### src/rtl/regfile_scoreboard_pkg.sv
// Shared definitions for the register file scoreboard and the stall logic
// that consumes its busy flags.
//   DEF_WIDTH / DEF_NREGS / DEF_AW : default geometry (8 x 8-bit, 3-bit addr)
//   REG_ZERO                       : index of the hardwired-zero register
package regfile_scoreboard_pkg;

    localparam int unsigned DEF_WIDTH = 8;
    localparam int unsigned DEF_NREGS = 8;
    localparam int unsigned DEF_AW    = 3;
    localparam int unsigned REG_ZERO  = 0;

endpackage

### src/rtl/regfile_busy_tracker.sv
// Busy scoreboard: one reservation bit per register, a running count of the
// set bits and a sticky double-reservation error flag.
// Ports:
//   clk, rst          : clock, asynchronous active-low reset
//   wr_en, wr_addr    : write-back strobe/address, releases a reservation
//   rsv_en, rsv_addr  : issue-side reservation strobe/address
//   busy_vec          : per-register busy bits (bit 0 always 0)
//   busy_count        : number of set busy bits
//   rsv_err           : sticky, reservation to an already-busy register
module regfile_busy_tracker
    import regfile_scoreboard_pkg::*;
#(
    parameter int unsigned NREGS = DEF_NREGS,
    parameter int unsigned AW    = DEF_AW
) (
    input  logic             clk,
    input  logic             rst,
    input  logic             wr_en,
    input  logic [AW-1:0]    wr_addr,
    input  logic             rsv_en,
    input  logic [AW-1:0]    rsv_addr,
    output logic [NREGS-1:0] busy_vec,
    output logic [AW:0]      busy_count,
    output logic             rsv_err
);

    logic [NREGS-1:0] busy_q, busy_d;
    logic [AW:0]      count_q, count_d;
    logic             err_q, err_d;

    logic wr_hit, rsv_hit, same_addr, claim_new, release_old;

    always_comb begin
        wr_hit    = wr_en  && (wr_addr  != AW'(REG_ZERO));
        rsv_hit   = rsv_en && (rsv_addr != AW'(REG_ZERO));
        same_addr = wr_hit && rsv_hit && (wr_addr == rsv_addr);

        // Count tracks transitions of the busy bits, so a same-address
        // write+reserve on a busy register is a release plus a new claim.
        claim_new   = rsv_hit && !busy_q[rsv_addr];
        release_old = wr_hit && busy_q[wr_addr] && !same_addr;

        // Reservation is applied after the write so it wins on collision.
        busy_d = busy_q;
        if (wr_hit)  busy_d[wr_addr]  = 1'b0;
        if (rsv_hit) busy_d[rsv_addr] = 1'b1;

        count_d = count_q;
        if (claim_new && !release_old)
            count_d = count_q + (AW+1)'(1);
        else if (release_old && !claim_new)
            count_d = count_q - (AW+1)'(1);

        err_d = err_q | (rsv_hit && busy_q[rsv_addr] && !same_addr);
    end

    always_ff @(posedge clk or negedge rst) begin
        if (!rst) begin
            busy_q  <= '0;
            count_q <= '0;
            err_q   <= 1'b0;
        end else begin
            busy_q  <= busy_d;
            count_q <= count_d;
            err_q   <= err_d;
        end
    end

    assign busy_vec   = busy_q;
    assign busy_count = count_q;
    assign rsv_err    = err_q;

endmodule

### src/rtl/regfile_scoreboard.sv
// Register file with two combinational read ports, one synchronous write
// port and a per-register busy scoreboard. Register 0 reads as zero and is
// never written or reserved.
// Optional: define REGFILE_WRITE_BYPASS_EN to forward same-cycle write data
// (and the busy release) onto the read ports.
// Ports:
//   clk, rst                         : clock, asynchronous active-low reset
//   rd_addr_a/rd_data_a/busy_a       : read port A
//   rd_addr_b/rd_data_b/busy_b       : read port B
//   wr_en, wr_addr, wr_data          : write-back port
//   rsv_en, rsv_addr                 : reservation port
//   busy_count, rsv_err              : scoreboard status
module regfile_scoreboard
    import regfile_scoreboard_pkg::*;
#(
    parameter int unsigned WIDTH = DEF_WIDTH,
    parameter int unsigned NREGS = DEF_NREGS,
    parameter int unsigned AW    = DEF_AW
) (
    input  logic             clk,
    input  logic             rst,
    input  logic [AW-1:0]    rd_addr_a,
    output logic [WIDTH-1:0] rd_data_a,
    output logic             busy_a,
    input  logic [AW-1:0]    rd_addr_b,
    output logic [WIDTH-1:0] rd_data_b,
    output logic             busy_b,
    input  logic             wr_en,
    input  logic [AW-1:0]    wr_addr,
    input  logic [WIDTH-1:0] wr_data,
    input  logic             rsv_en,
    input  logic [AW-1:0]    rsv_addr,
    output logic [AW:0]      busy_count,
    output logic             rsv_err
);

    logic [WIDTH-1:0] regs_q [NREGS];
    logic [NREGS-1:0] busy_vec;
    logic             wr_hit;

    assign wr_hit = wr_en && (wr_addr != AW'(REG_ZERO));

    regfile_busy_tracker #(
        .NREGS (NREGS),
        .AW    (AW)
    ) u_busy (
        .clk        (clk),
        .rst        (rst),
        .wr_en      (wr_en),
        .wr_addr    (wr_addr),
        .rsv_en     (rsv_en),
        .rsv_addr   (rsv_addr),
        .busy_vec   (busy_vec),
        .busy_count (busy_count),
        .rsv_err    (rsv_err)
    );

    always_ff @(posedge clk or negedge rst) begin
        if (!rst) begin
            for (int unsigned i = 0; i < NREGS; i++)
                regs_q[i] <= '0;
        end else if (wr_hit) begin
            regs_q[wr_addr] <= wr_data;
        end
    end

    always_comb begin
        rd_data_a = (rd_addr_a == AW'(REG_ZERO)) ? '0 : regs_q[rd_addr_a];
        busy_a    = busy_vec[rd_addr_a];
        rd_data_b = (rd_addr_b == AW'(REG_ZERO)) ? '0 : regs_q[rd_addr_b];
        busy_b    = busy_vec[rd_addr_b];
`ifdef REGFILE_WRITE_BYPASS_EN
        // Forward the in-flight write; a same-address reservation keeps it busy.
        if (wr_hit && (rd_addr_a == wr_addr)) begin
            rd_data_a = wr_data;
            busy_a    = rsv_en && (rsv_addr == wr_addr);
        end
        if (wr_hit && (rd_addr_b == wr_addr)) begin
            rd_data_b = wr_data;
            busy_b    = rsv_en && (rsv_addr == wr_addr);
        end
`endif
    end

endmodule
### config.mk
export PLATFORM = sky130hd
export DESIGN_NAME = regfile_scoreboard
export DESIGN_NICKNAME = d
export VERILOG_FILES = /design/src/rtl/regfile_scoreboard_pkg.sv /design/src/rtl/regfile_busy_tracker.sv /design/src/rtl/regfile_scoreboard.sv
export SDC_FILE = /design/constraint.sdc
export NUM_CORES = 1
export LEC_CHECK = 0
export BUFFER_PORTS_ARGS = -buffer_cell sky130_fd_sc_hd__buf_2
export CORE_MARGIN = 2
export CORE_UTILIZATION = 63
export DETAILED_ROUTE_END_ITERATION = 6
export GPL_ROUTABILITY_DRIVEN = 0
export PLACE_DENSITY = 0.87
export SLEW_MARGIN = 10
export SYNTH_ARGS = -nofsm -noshare
export SYNTH_HDL_FRONTEND = slang
export SYNTH_HIERARCHICAL = 1
export SYNTH_SLANG_ARGS = --single-unit
export TNS_END_PERCENT = 100
### constraint.sdc
create_clock -name clk -period 7.4 [get_ports clk]
set_input_delay 1.48 -clock clk [delete_from_list [all_inputs] [get_ports clk]]
set_output_delay 1.48 -clock clk [all_outputs]
set_load 0.02 [all_outputs]
### After elaboration in Yosys (flattened, before gate mapping)

Cells that the tools add are included.

* add/subtract/negate cells: 2
* order comparisons: 10
* eq/ne operators: 1
* mux-type cells: 27
* bitwise logic cells: 7
* reduce and logical (&&, ||, !) cells: 23

Operators by type and width (count)
* $mux 8: 9
* $bwmux 64: 1
* $bmux 8 s3: 2
* $demux 8 s3: 1
* $lt 3x4->1 const B: 4
* $logic_and 1x1->1: 14
* $bmux 1 s3: 4
* $ge 4x4->1 const B: 3
* $not 3->4: 3
* $and 8x8->8: 1
* $mux 4: 2
* $not 8->8: 1
* $or 8x8->8: 1
* $demux 1 s3: 2
* $ge 3x1->1 const B: 2
* $logic_not 3->1: 2
* $mux 1: 6
* $reduce_bool 3->1: 2
* $add 4x1->4 const B: 1
* $logic_not 1->1: 4
* $lt 4x1->1 const B: 1
* $sub 4x1->4 const B: 1
* $eq 3x3->1: 1
* $reduce_bool 2->1: 1
* $or 1x1->1: 1

* flip-flop bits (word level): 77
* output and inout bits: 23

### Depth between registers and ports, before layout

* word-level depth: 9
* gate-level depth with buffers: 11

### By module

The synthesis kept the hierarchy.

By module, submodules not included
* regfile_scoreboard: times used 1, cells an instance 243, area each 3210.6 sq um, sequential area each 1401.3 sq um
* regfile_busy_tracker: times used 1, cells an instance 81, area each 853.3 sq um, sequential area each 325.3 sq um

### Worst setup path after synthesis

Ideal clock, no wire load.

* path type: in2out
* start: input rd_addr_a[1]
* end: output rd_data_a[3]
* data arrival time: 2.666 ns
* setup slack: 3.254 ns
* stages on the path: 5
* buffers on the path: 2
* cells stage by stage: buf_4 > nor2b_1 > clkbuf_1 > a221oi_1 > a311oi_1

* word-level cells in the longest chain between the ends: 5
* elaborated cells on any way between the ends: 6
* those cells by class: mux (4); bitwise (1); reduce/logical (1)

Ends and longest elaborated chain
* start: declaration: RTL line regfile_scoreboard.sv:22 `input logic [AW-1:0] rd_addr_a,`
* $not 3->4 (not written as such): RTL line regfile_scoreboard.sv:68 `rd_data_a = (rd_addr_a == AW'(REG_ZERO)) ? '0 : regs_q[rd_addr_a];`
* $bmux 8 s3: RTL line regfile_scoreboard.sv:68
* $mux 8 (not written as such) (2 in a row): RTL line regfile_scoreboard.sv:68
* $mux 8 *: RTL line regfile_scoreboard.sv:68
* end: declaration: RTL line regfile_scoreboard.sv:23 `output logic [WIDTH-1:0] rd_data_a,`

Mark *: on every way between the ends. The rest lies on a longest branch, timed or not. The select of a mux whose other input is x is not followed.

### Final worst setup path

* start: input rd_addr_a[1]
* end: output rd_data_a[0]

Same word-level chain as after synthesis.

==> impl_table.tex <==
\begin{tabular}{lr}
\hline
Metric & Value \\
\hline
\multicolumn{2}{l}{\textbf{Logic synthesis}} \\
\quad Count of synthesis-stage warnings from yosys & 6 \\
\quad Synth area leader & dfrtp\_1 \\
\quad Share of synthesized area occupied by flip-flops and latches & 42.5\% \\
\quad Number of distinct library cells after synthesis & 39 \\
\quad Instance count of the mapped netlist & 324 \\
\quad Netlist Area Pre-Place & 4060 um2 \\
\quad Yosys reg bits & 69 \\
\quad Most used DFF post-synth & dfrtp\_1 \\
\quad Most instantiated library cell after synthesis & mux2\_2 \\
\quad Most frequent cells after synthesis & 76 x mux2\_2, 69 x dfrtp\_1, 26 x mux2i\_1 \\
\quad Avg Synthesized Cell Area & 12.5 um2 \\
\quad Share of the synthesized area in the top cell type & 42.5\% \\
\quad Count of flip-flops with a built-in enable after synthesis & 0 \\
\quad Ys async rst share & 100\% \\
\quad Leading cell types by total area after synthesis & dfrtp\_1 42\%, mux2\_2 21\%, mux2i\_1 6.4\% \\
\quad Number of nets in the synthesized netlist & 352 \\
\multicolumn{2}{l}{\textbf{Worst setup path}} \\
\quad Critical path depth & 5 \\
\quad Reg2reg path depth & 9 \\
\quad Required time worst endpoint & 5.92 ns \\
\quad Cell class contributing the biggest share of worst-path delay & buffers and inverters \\
\quad Slowest stage delay, CP & 0.75 ns \\
\quad Critical path cell sequence & buf\_2, nor2b\_1, a221oi\_1, a311oi\_1, buf\_2 \\
\quad CP Buf/Inv Count & 2 \\
\quad Launch point of the worst path & rd\_addr\_a[1] \\
\quad Max Fanout on Critical Path & 35 \\
\quad Kind of launch point of the worst setup path & input port \\
\quad Category of the most critical setup path & in2out \\
\quad Category of the worst setup path capture point & primary output \\
\quad Top cell by count, worst path & buf\_2 \\
\quad Crit-path slowest cell & nor2b\_1 \\
\quad Arrival time at the worst endpoint & 3.68 ns \\
\quad Critical R2R Launch & u\_busy/busy\_vec[5] \\
\multicolumn{2}{l}{\textbf{Global routing}} \\
\quad Via count of the first global-routing pass & 3156 \\
\quad Maximum number of pins on one net before global-route repair & 70 \\
\quad Number of antenna violations at the first check in global routing & 0 \\
\quad Total global routing overflow & 0 \\
\quad Wire length of the first global-routing pass & 16.1 mm \\
\quad Combined global-route utilization of all metal layers & 29.7\% \\
\multicolumn{2}{l}{\textbf{Clocking}} \\
\quad Source-to-sink clock delay at the later pin of the worst-skew pair & 0.36 ns \\
\quad TritonCTS Buffers & 9 \\
\quad CTS tree & yes \\
\quad Number of buffers added to fix hold violations after cts & 0 \\
\quad Clock slew seen by the registers of the worst setup and hold paths & 0.07 ns \\
\quad Setup Buffers After CTS & 0 \\
\quad CTS root buffer & clkbuf\_8 \\
\quad CTS Sinks & 69 \\
\quad CTS Buffer Depth & 2 \\
\quad H-tree levels & 3 \\
\quad Count of cells resized by post-cts repair & 0 \\
\multicolumn{2}{l}{\textbf{Drt}} \\
\quad DRT Pass-1 Iters & 4 \\
\quad Total via count after detailed routing & 2991 \\
\quad Detail-routed net length per standard cell & 22.1 um \\
\quad Detailed-route DRC error count & 0 \\
\quad Post-detailed-route via-to-cell ratio & 6.91 \\
\quad Initial DRC Count & 244 \\
\quad Routed Wire Length & 9.59 mm \\
\quad Post-route ant nets & 0 \\
\multicolumn{2}{l}{\textbf{Hold path}} \\
\quad Worst hold path cell count & 0 \\
\quad Worst Hold Launch & u\_busy/busy\_vec[0] \\
\quad Worst hold-check path type & reg2reg \\
\multicolumn{2}{l}{\textbf{STA}} \\
\quad Unrepaired setup endpoints after global routing & no \\
\quad Share of the clock period used by the worst path after layout & 69.7\% \\
\quad Final Hold Fails & 0 \\
\quad Number of setup violations in the final report & 0 \\
\quad Final sum of negative setup slack & 0 ns \\
\quad Top achievable clock speed & 194 MHz \\
\quad Tightest slew margin relative to the limit & 14.5\% \\
\quad Worst hold slack across all endpoints & 0.468 ns \\
\quad Least-Margin Pin Slew & 1.26 ns \\
\quad Pins over their slew limit & 0 \\
\quad Setup skew after layout & 0.00223 ns \\
\quad Post-route minimum period & 5.16 ns \\
\multicolumn{2}{l}{\textbf{Floorplan}} \\
\quad Area of the core region & 6280 um2 \\
\quad I/O pin count & 47 \\
\quad Die area & 7110 um2 \\
\quad Die Y & 84.3 um \\
\quad Starting Density & 64.7\% \\
\quad Row cnt & 29 \\
\quad Horizontal die dimension & 84.3 um \\
\multicolumn{2}{l}{\textbf{Placed design}} \\
\quad I/O Buffers & 46 \\
\quad Placed instance area & 4250 um2 \\
\quad Dpl hpwl & 6.21 mm \\
\multicolumn{2}{l}{\textbf{Cells and area}} \\
\quad Area Overhead vs Synth & 8.22\% \\
\quad Fraction of layout cells with a size suffix above 1 & 41.6\% \\
\quad Finished Cell Area & 4400 um2 \\
\quad Number of antenna diodes & 0 \\
\quad Nets & 379 \\
\multicolumn{2}{l}{\textbf{Pwr}} \\
\quad Maximum VDD drop & 0.181 mV \\
\quad Power density normalized to cell area & 264 nW/um2 \\
\quad Leakage Power & 1.88 nW \\
\multicolumn{2}{l}{\textbf{Job}} \\
\quad Max-cap viol count & 0 \\
\multicolumn{2}{l}{\textbf{Outcome}} \\
\quad Status & completed \\
\hline
\end{tabular}
## worst reg2reg max path, cell delays in order, from the launching register on
cell and delay (ns):
dfrtp_1 0.43, mux4_2 0.49, mux2_2 0.31, nor2_1 0.12, ha_1 0.22, inv_1 0.12
ha_1 0.29, a21o_1 0.20, a2111oi_0 0.48, o31ai_1 0.15
## kinds of logic after synthesis
group	after synthesis	synth area share (%)
AND/OR/NAND/NOR	39	6.53
adder cells (fa/ha/maj)	4	1.42
XOR/XNOR	5	1.08
multiplexers	110	31.9
flip-flops	69	42.5
buffers and inverters	35	4.43
AO/OA/AOI/OAI	62	12.2
## path summary, 6_finish.rpt
kind	endpoint	slack [ns]
worst max-delay path	rd_data_a[0]	2.24
worst min-delay path	u_busy/busy_vec[0]	0.47
worst max register to register	u_busy/busy_count[3]	4.47
worst min register to register	u_busy/busy_vec[0]	0.47
max in group asynchronous	u_busy/busy_vec[5]	5.51
min in group asynchronous	u_busy/busy_vec[0]	1.31
## layout make-up
cell class,instances,area [um2]
Multi-Input combinational cell,220,2170
Fill cell,445,1880
Sequential cell,69,1730
Timing Repair Buffer,47,238
Clock buffer,14,143
Tap cell,77,96.3
Inverter,4,15.0
Clock inverter,2,10.0
## where the power goes
part           switching (mW)  internal (mW)
clock                   0.139          0.121
sequential             0.0753          0.464
combinational           0.178          0.183
## layer usage
layer  share of wire, %  GRT usage, %  up-vias
li1                   -             -     1317
met1                 42          39.3     1537
met2                 49          46.7      122
met3                7.4          6.39       15
met4                1.5          14.8        0
met5                  0             0        -
## cell usage in the layout (no fill, tap or decap)
master     Yosys  routed
nor4bb_2       0       2
fa_1           1       1
nand4b_1       1       1
a21oi_1        1       1
xor2_1         3       3
clkinv_2       0       2
mux4_2         8       8
nand4_1        1       1
nand2b_1       2       2
a22o_1         2       2
or4b_1         1       1
mux2_2        76      76
clkbuf_8       0       9
and2_1         1       1
buf_4          5       1
nand4b_2       3       3
nor3_1         4       4
o21ai_0        6       6
a221oi_1      24      24
xnor2_1        2       2
a2111oi_0      1       1
buf_2         12      46
nor3_4         1       1
nor2b_1       11      11
nand3_1        2       2
mux2i_1       26      26
nand2_1        7       7
a311oi_1       8       8
inv_1          4       4
clkbuf_1      10       5
dfrtp_1       69      69
ha_1           3       3
a31o_1         1       1
and2b_1        1       1
o31ai_1        9       9
nor2_1         2       2
a21o_1         1       1
a211oi_1       8       8
a211o_1        1       1
## stage by stage
step | util [%] | total power [mW] | setup slack (ns) | instances
2_1_floorplan | - | 0.799 | 3.25 | 324
3_3_place_gp | 67.6 | 0.881 | 2.41 | 417
3_5_place_dp | 67.6 | 0.905 | 2.25 | 417
4_1_cts | 70.1 | 1.16 | 2.25 | 433
5_1_grt | 70.1 | 1.23 | 2.12 | 433
6_report | 70.1 | 1.16 | 2.24 | 433
## registers in the layout (all words and copies together) (netlist names)
signal / flops
regs_q: 56
u_busy/busy_vec: 8
u_busy/busy_count: 4
u_busy/rsv_err: 1
Note: power is estimated with default switching activity, not from simulation.
